==> config.mk <==
export PLATFORM = sky130hd
export DESIGN_NAME = collatz_sequencer
export DESIGN_NICKNAME = d
export VERILOG_FILES = /design/src/rtl/collatz_sequencer.sv
export SDC_FILE = /design/constraint.sdc
export NUM_CORES = 1
export LEC_CHECK = 0
export BUFFER_PORTS_ARGS = -buffer_cell sky130_fd_sc_hd__buf_2
export CAP_MARGIN = 15
export CORE_ASPECT_RATIO = 2
export CORE_UTILIZATION = 45
export CTS_BUF_LIST = sky130_fd_sc_hd__clkbuf_4 sky130_fd_sc_hd__clkbuf_8 sky130_fd_sc_hd__clkbuf_16
export DETAILED_ROUTE_END_ITERATION = 7
export GPL_TIMING_DRIVEN = 0
export PLACE_DENSITY = 0.81
export SLEW_MARGIN = 40
export SYNTH_ARGS = -nofsm -noshare
export SYNTH_HDL_FRONTEND = slang
export SYNTH_SLANG_ARGS = --single-unit
export TNS_END_PERCENT = 20
==> constraint.sdc <==
create_clock -name collatz_sequencer_CLOCK_50 -period 2.4 [get_ports collatz_sequencer_CLOCK_50]
set_clock_uncertainty 0.05 [all_clocks]
set_input_delay 0 -clock collatz_sequencer_CLOCK_50 [delete_from_list [all_inputs] [get_ports collatz_sequencer_CLOCK_50]]
set_output_delay 0 -clock collatz_sequencer_CLOCK_50 [all_outputs]
set_load 0.05 [all_outputs]
==> src/rtl/collatz_sequencer.sv <==
// +--------------------------------------------------------------------------+
// | collatz_sequencer: control FSM computing the Collatz stopping time by    |
// | sequencing an external datapath. Optional macro: COLLATZ_TIMEOUT_EN.     |
// | Revision: 1.0                                                            |
// +--------------------------------------------------------------------------+
`default_nettype none

module collatz_sequencer #(
  parameter int DATAWIDTH_BUS               = 8,
  parameter int DATAWIDTH_STEPS             = 16,
  parameter int DATAWIDTH_DECODER_SELECTION = 2,
  parameter int DATAWIDTH_MUX_SELECTION     = 2,
  parameter int DATAWIDTH_ALU_SELECTION     = 3,
  parameter logic [DATAWIDTH_DECODER_SELECTION-1:0] DEC_SEL_R0   = 2'd0,
  parameter logic [DATAWIDTH_DECODER_SELECTION-1:0] DEC_SEL_NONE = 2'd3,
  parameter logic [DATAWIDTH_MUX_SELECTION-1:0]     MUX_SEL_REG  = 2'd0,
  parameter logic [DATAWIDTH_MUX_SELECTION-1:0]     MUX_SEL_IN   = 2'd1,
  parameter logic [DATAWIDTH_ALU_SELECTION-1:0]     ALU_OP_PASS    = 3'd0,
  parameter logic [DATAWIDTH_ALU_SELECTION-1:0]     ALU_OP_SHR1    = 3'd1,
  parameter logic [DATAWIDTH_ALU_SELECTION-1:0]     ALU_OP_TRIPLE1 = 3'd2,
  parameter logic [DATAWIDTH_STEPS-1:0]             MAX_STEPS      = 16'd1000
) (
  input  logic                                   collatz_sequencer_CLOCK_50,
  input  logic                                   collatz_sequencer_RESET_InHigh,
  input  logic                                   collatz_sequencer_start_InHigh,
  input  logic [DATAWIDTH_BUS-1:0]               collatz_sequencer_data_InBUS,
  output logic [DATAWIDTH_DECODER_SELECTION-1:0] collatz_sequencer_decoderloadselection_OutBUS,
  output logic [DATAWIDTH_MUX_SELECTION-1:0]     collatz_sequencer_muxselectionBUSA_OutBUS,
  output logic [DATAWIDTH_ALU_SELECTION-1:0]     collatz_sequencer_aluselection_OutBUS,
  output logic                                   collatz_sequencer_regSHIFTERload_OutLow,
  output logic                                   collatz_sequencer_busy_OutHigh,
  output logic                                   collatz_sequencer_done_OutHigh,
  output logic [1:0]                             collatz_sequencer_error_OutBUS,
  output logic [DATAWIDTH_STEPS-1:0]             collatz_sequencer_steps_OutBUS
);

  typedef enum logic [2:0] {
    S_IDLE   = 3'd0,
    S_LOAD_A = 3'd1,
    S_LOAD_B = 3'd2,
    S_CHECK  = 3'd3,
    S_HALVE  = 3'd4,
    S_TRIPLE = 3'd5,
    S_WB     = 3'd6,
    S_DONE   = 3'd7
  } state_t;

  localparam logic [1:0] ERR_OK       = 2'b00;
  localparam logic [1:0] ERR_ZERO     = 2'b01;
  localparam logic [1:0] ERR_OVERFLOW = 2'b10;
  localparam logic [1:0] ERR_TIMEOUT  = 2'b11;

  localparam logic [DATAWIDTH_BUS+1:0] OVF_LIMIT = {2'b00, {DATAWIDTH_BUS{1'b1}}};
  localparam logic [DATAWIDTH_BUS+1:0] ONE_WIDE  = {{(DATAWIDTH_BUS+1){1'b0}}, 1'b1};
  localparam logic [DATAWIDTH_BUS-1:0] ONE_N     = {{(DATAWIDTH_BUS-1){1'b0}}, 1'b1};
  localparam logic [DATAWIDTH_STEPS-1:0] ONE_S   = {{(DATAWIDTH_STEPS-1){1'b0}}, 1'b1};

  state_t                      state_q, state_d;
  logic [DATAWIDTH_STEPS-1:0]  steps_q, steps_d;
  logic [1:0]                  error_q, error_d;

  logic [DATAWIDTH_BUS-1:0]    n;
  logic [DATAWIDTH_BUS+1:0]    triple_n;
  logic                        overflow;

  assign n        = collatz_sequencer_data_InBUS;
  // 3n+1 evaluated two bits wider so the overflow test itself cannot wrap.
  assign triple_n = {2'b00, n} + {1'b0, n, 1'b0} + ONE_WIDE;
  assign overflow = triple_n > OVF_LIMIT;

  always_ff @(posedge collatz_sequencer_CLOCK_50) begin
    if (collatz_sequencer_RESET_InHigh) begin
      state_q <= S_IDLE;
      steps_q <= '0;
      error_q <= ERR_OK;
    end else begin
      state_q <= state_d;
      steps_q <= steps_d;
      error_q <= error_d;
    end
  end

  always_comb begin
    state_d = state_q;
    steps_d = steps_q;
    error_d = error_q;
    collatz_sequencer_decoderloadselection_OutBUS = DEC_SEL_NONE;
    collatz_sequencer_muxselectionBUSA_OutBUS     = MUX_SEL_REG;
    collatz_sequencer_aluselection_OutBUS         = ALU_OP_PASS;
    collatz_sequencer_regSHIFTERload_OutLow       = 1'b1;
    collatz_sequencer_done_OutHigh                = 1'b0;

    case (state_q)
      S_IDLE: begin
        if (collatz_sequencer_start_InHigh) begin
          state_d = S_LOAD_A;
          steps_d = '0;
          error_d = ERR_OK;
        end
      end
      S_LOAD_A: begin
        collatz_sequencer_muxselectionBUSA_OutBUS = MUX_SEL_IN;
        collatz_sequencer_aluselection_OutBUS     = ALU_OP_PASS;
        collatz_sequencer_regSHIFTERload_OutLow   = 1'b0;
        state_d = S_LOAD_B;
      end
      S_LOAD_B: begin
        collatz_sequencer_decoderloadselection_OutBUS = DEC_SEL_R0;
        state_d = S_CHECK;
      end
      S_CHECK: begin
        if (n == '0) begin
          error_d = ERR_ZERO;
          state_d = S_DONE;
        end else if (n == ONE_N) begin
          state_d = S_DONE;
`ifdef COLLATZ_TIMEOUT_EN
        end else if (steps_q == MAX_STEPS) begin
          error_d = ERR_TIMEOUT;
          state_d = S_DONE;
`endif
        end else if (!n[0]) begin
          state_d = S_HALVE;
        end else if (overflow) begin
          error_d = ERR_OVERFLOW;
          state_d = S_DONE;
        end else begin
          state_d = S_TRIPLE;
        end
      end
      S_HALVE: begin
        collatz_sequencer_aluselection_OutBUS   = ALU_OP_SHR1;
        collatz_sequencer_regSHIFTERload_OutLow = 1'b0;
        state_d = S_WB;
      end
      S_TRIPLE: begin
        collatz_sequencer_aluselection_OutBUS   = ALU_OP_TRIPLE1;
        collatz_sequencer_regSHIFTERload_OutLow = 1'b0;
        state_d = S_WB;
      end
      S_WB: begin
        collatz_sequencer_decoderloadselection_OutBUS = DEC_SEL_R0;
        if (steps_q != {DATAWIDTH_STEPS{1'b1}}) begin
          steps_d = steps_q + ONE_S;
        end
        state_d = S_CHECK;
      end
      S_DONE: begin
        collatz_sequencer_done_OutHigh = 1'b1;
        state_d = S_IDLE;
      end
      default: state_d = S_IDLE;
    endcase
  end

  assign collatz_sequencer_busy_OutHigh = (state_q != S_IDLE) && (state_q != S_DONE);
  assign collatz_sequencer_error_OutBUS = error_q;
  assign collatz_sequencer_steps_OutBUS = steps_q;

endmodule

`default_nettype wire
Word level (Yosys, flattened, before mapping)
Cells that the tools add are included.
- output and inout port bits: 28
- bits in registers: 21
- multiplexer cells: 20
- add/sub/neg operators: 3
- reductions and logical operators: 11
- magnitude comparators: 1
- equality and inequality tests: 15
- operator list (cell ; count):
    16-bit two-way mux ; 2
    16-bit one-hot mux with 2 select lines ; 1
    2-bit two-way mux ; 10
    3-bit one-hot mux with 6 select lines ; 1
    16-bit by 1-bit adder with 16-bit output, second input constant ; 1
    16-bit inequality test, second input constant ; 1
    3-bit equality test, second input constant ; 4
    3-bit inequality test, second input constant ; 4
    10-bit by 1-bit adder with 10-bit output, second input constant ; 1
    8-bit by 9-bit adder with 10-bit output ; 1
    10-bit by 8-bit greater-than comparator with 1-bit output, second input constant ; 1
    8-bit by 1-bit equality test with 1-bit output, second input constant ; 1
    8-bit zero test ; 1
    2-bit one-hot mux with 2 select lines ; 2
    3-bit by 2-bit equality test with 1-bit output, second input constant ; 2
    5-bit AND reduction ; 1
    2-bit inequality test, second input constant ; 2
    2-bit nonzero test ; 2
    2-bit OR reduction ; 2
    3-bit by 1-bit equality test with 1-bit output, second input constant ; 1
    3-bit zero test ; 1
    1-bit two-way mux ; 3
    3-bit two-way mux ; 1
    3-bit AND reduction ; 1
    other kinds (3) ; 3

Logic depth before layout (Yosys ltp)
- depth in word-level cells: 8
- depth in mapped cells: 7

Worst setup path before layout
Ideal clock, no wire load.
- path kind: reg-to-reg
- from: register steps_q[10], in the netlist collatz_sequencer_steps_OutBUS[10]
- to: register steps_q[2], in the netlist collatz_sequencer_steps_OutBUS[2]
- library setup time: 128 ps
- data required time: 2222 ps
- path slack: 228 ps
- arrival time: 1995 ps
- period minus slack after synthesis: 2172 ps
- stages on the path, launching flop included: 6
- cells stage by stage: dfxtp_1 > nand4_1 > or3_1 > o211ai_1 > xor2_1 > nor2_1
- word-level cells in the longest chain between the ends: 3
- RTL lines (item ; line ; text):
    from (decl) ; 59 ; logic [DATAWIDTH_STEPS-1:0] steps_q, steps_d;
    from (signal assigned) ; 78 ; steps_q <= steps_d;
    16-bit inequality test ; 143 ; if (steps_q != {DATAWIDTH_STEPS{1'b1}}) begin
    2-bit inequality test (no line) ; -- ;
    3-bit AND reduction (no line) ; -- ;
Every way passes these cells.
A chain may end at the register's enable or synchronous reset.

Worst setup path after layout
- from: register state_q[2]
- to: register error_q[0], in the netlist collatz_sequencer_error_OutBUS[0]
- word-level cells in the longest chain between the ends: 3
- elaborated cells on any way between the ends: 9
- those cells by class: 5 x eq/ne; 1 x mux; 3 x reduce/logical
- RTL lines (item ; line ; text):
    from (decl) ; 58 ; state_t state_q, state_d;
    from (signal assigned) ; 77 ; state_q <= state_d;
    3-bit by 2-bit equality test with 1-bit output / 3-bit zero test (equally long branches) ; 93 ; case (state_q)
    3-bit inequality test (no line) (tied with other cells) ; -- ;
    5-bit AND reduction (no line) ; -- ;
    to (signal assigned) ; 79 ; error_q <= error_d;
    to (decl) ; 60 ; logic [1:0] error_q, error_d;
Parallel ways exist; a longest one is shown, timed or not.

==> run_results.csv <==
group,metric,value,unit
floorplanning,placement_rows,29,
pwr,power.density,573,nW/µm²
route,detail_route.drc_violations,0,
route,wl,3.55,mm
synthesis,synth_common_cells,"dfxtp_1, nor2_1, ha_1",
setup_path,cell_breakdown_of_the_critical_path,"clkbuf_1, and3b_1, o21ai_0, nor4b_1, a221oi_1",
setup_path,setup.worst_path.start_class,"register",
setup_path,critical_path_arrival,2120,ps
synthesis,syn_inst,191,
synthesis,ys.flop_type,"dfxtp_1",
timing,tightest_slew,624,ps
route,drt_first_pass_iters,4,
timing,final-max-slew-violation-count,0,
timing,maxSlewHeadroom,57.8,%
final_layout,area_growth,18.4,%
setup_path,worst-path-buf-inv,1,
pwr,net-switching-power,0.420,mW
timing,fin_ws,362,ps
run_status,run_status,"finished clean",
global_route,number_of_antenna_violations_at_the_first_check_in_global_routing,0,
place,placement.setup.worst_slack,375,ps
cts,worst_skew_pair.late_latency,270,ps
min_path,worstHoldPathCells,2,
floorplanning,top_level_ports,39,
cts,number_of_buffers_between_clock_root_and_the_deepest_sink,2,
timing,setup-tns-final,0,ps
route,dr_total_vias,1545,
route,vias_per_cell,5.87,
place,finalWeightedCongestion,0.816,
cts,ctsResizeCount,0,
route,wl_per_cell,13.5,µm
floorplanning,core-area,3160,µm²
min_path,hold_class,"in2reg",
pwr,p_leak,0.787,nW
cts,cts_inserted_buffers,3,
setup_path,worst_ep_required_time,2480,ps
global_route,grt_resource_usage_total,20.4,%
floorplanning,die_height,83.5,µm
synthesis,postSynthRegisterBits,21,
cts,worst_path_clk_slew,80,ps
global_route,grt_max_degree,13,
cts,cts_root_buffer,"clkbuf_8",
synthesis,synth_area_leader_cell,"dfxtp_1",
final_layout,drive_above_1_share,20.3,%
place,port-buffer-count,35,
setup_path,critical-path-slowest-cell,"nor4b_1",
synthesis,synth.top_cells.by_area,"dfxtp_1, ha_1, a21oi_1, o21ai_0, nor2_1",
setup_path,cp_max_stage_delay,550,ps
floorplanning,die_area,3570,µm²
final_layout,design.final.nets,259,
timing,grt_setup_unrepaired,"false",
floorplanning,fp.dieW,42.7,µm
cts,cts_tree,"yes",
timing,period_share,84.9,%
synthesis,yosys.area.top_type_share,28.2,%
setup_path,critPathKind,"reg2reg",
pwr,max-vdd-ir-drop,0.400,mV
synthesis,ys_seq_area_share,28.2,%
setup_path,critical_path_peak_fanout,10,
synthesis,synthArstFlopShare,0,%
synthesis,post_synthesis_cell_area,1490,µm²
min_path,timing.hold.worst_endpoint,"state_q[2]",
flow_run,max_cap_viol_count,0,
timing,setup-violations-final,0,
synthesis,post-synth-top-count-cell,"dfxtp_1",
final_layout,insertedDiodeCount,0,
pwr,pint,0.593,mW
pwr,p_seq_share,37.2,%
setup_path,worstSetupEndpointType,"register",
setup_path,setup.reg_to_reg.worst_slack,360,ps
final_layout,fill_cells,303,
global_route,via_count_of_the_first_global_routing_pass,1380,
synthesis,avgSynthCellArea,7.82,µm²
setup_path,regToRegEndpoint,"collatz_sequencer_error_OutBUS[0]",
timing,hold_violations,0,
synthesis,yosysUniqueCellTypes,46,
floorplanning,initial_utilization,47.3,%
place,detailed_place_hpwl,2.74,mm
pwr,clock_power_share,24.2,%
synthesis,count_of_flip_flops_with_a_built_in_enable_after_synthesis,0,
synthesis,ys.warnings.count,0,
route,antenna_violating_nets_post_route,0,
timing,layout_min_cycle_time,2040,ps
pwr,power.combinational.fraction,38.6,%
setup_path,cp.depth,5,
global_route,gr-total-overflow,0,
global_route,grt_pass1_wl,5.73,mm
pwr,sw_frac_of_total,41.5,%
setup_path,rr_startpoint,"state_q[2]",
cts,h-tree-depth,1,
timing,fmax,491,MHz
setup_path,reg2reg_depth,5,
min_path,min_from,"collatz_sequencer_RESET_InHigh",
cts,cts.sinks,21,
route,drt_iter0_markers,83,
setup_path,worst_path_dominant_cell_family,"simple AND/OR/NAND/NOR gates",
-- state kept, by name (all words and copies together) (netlist names) --
signal	count
collatz_sequencer_steps_OutBUS	16
state_q	3
collatz_sequencer_error_OutBUS	2
-- layer usage --
layer  share of wire [%]  vias to the layer above  wire length, µm  GRT usage [%]
met5                   0                        -                0              0
li1                    -                      774                -              -
met3                 3.2                        7              112           1.30
met2                  58                       49             2060           39.9
met1                  36                      715             1290           19.6
met4                 2.4                        0               85           10.5
-- final cells by class --
class | instances | area (µm²) | share of cell area (%)
plain buffers | 8 | 42.5 | 2.41
clock buffers | 3 | 41.3 | 2.34
clock inverters | 1 | 5.00 | 0.283
inverters | 14 | 52.6 | 2.97
multi-input cells | 149 | 981 | 55.5
flip-flops and latches | 21 | 420 | 23.8
well taps | 31 | 38.8 | 2.20
repair buffers | 36 | 185 | 10.5
-- power groups by stage --
stage	clock, mW	sequential (mW)	combinational (mW)
CTS	0.253	0.377	0.389
global placement	0	0.384	0.382
finish	0.245	0.377	0.391
detailed placement	0	0.385	0.386
global route	0.257	0.379	0.424
floorplan	0	0.391	0.292
-- kinds of logic after synthesis --
| family | after synthesis | share of synthesized area [%] |
|---|---|---|
| other cells | 1 | 0.251 |
| mux | 1 | 0.671 |
| compound gates | 47 | 20.2 |
| buf+inv | 22 | 6.37 |
| flops | 21 | 28.2 |
| fa+ha+maj | 15 | 12.6 |
| simple gates | 77 | 27.7 |
| xor+xnor | 7 | 4.11 |
-- metrics by stage --
stage	utilization [%]	instances	power, mW	hold WS (ps)	instance area, µm²
5_1_grt	56.0	263	1.06	27.3	1770
3_5_place_dp	54.2	258	0.771	278	1710
2_1_floorplan	-	192	0.683	95.3	1500
4_1_cts	56.0	263	1.02	8.87	1770
6_report	56.0	263	1.01	16.1	1770
3_3_place_gp	54.2	258	0.766	273	1710
-- how the worst max path moves through the flow --
| stage | end | from |
|---|---|---|
| 2_1_floorplan | collatz_sequencer_steps_OutBUS[2] | collatz_sequencer_steps_OutBUS[10] |
| 3_3_place_gp | collatz_sequencer_steps_OutBUS[2] | collatz_sequencer_steps_OutBUS[10] |
| 3_5_place_dp | collatz_sequencer_steps_OutBUS[2] | collatz_sequencer_steps_OutBUS[10] |
| 4_1_cts | collatz_sequencer_steps_OutBUS[2] | collatz_sequencer_steps_OutBUS[10] |
| 5_1_grt | collatz_sequencer_steps_OutBUS[8] | collatz_sequencer_steps_OutBUS[10] |
| 6_report | collatz_sequencer_error_OutBUS[0] | state_q[2] |
-- cells in the final DEF, fill, tap and decap left out, types with 2 or more instances in the layout --
master / n
buf_2: 36
dfxtp_1: 21
nor2_1: 16
ha_1: 15
inv_1: 14
a21oi_1: 14
nand2_1: 13
o21ai_0: 13
nand3_1: 9
and3_1: 7
or3_1: 7
nor3_1: 5
xor2_1: 4
clkbuf_1: 3
nand4_1: 3
o211ai_1: 3
xnor2_1: 3
buf_4: 3
clkbuf_8: 3
and2_1: 2
and4_1: 2
nor4b_1: 2
a211oi_1: 2
a31o_2: 2
a221oi_1: 2
nor4_1: 2
a2111oi_0: 2
or4_1: 2
conb_1: 2
-- what timing repair did --
action / CTS / global route
hold buffers: 1 / 0
endpoints found under the hold margin: 1 / 0
setup buffers: 0 / 0
(Power assumes the default switching activity.)
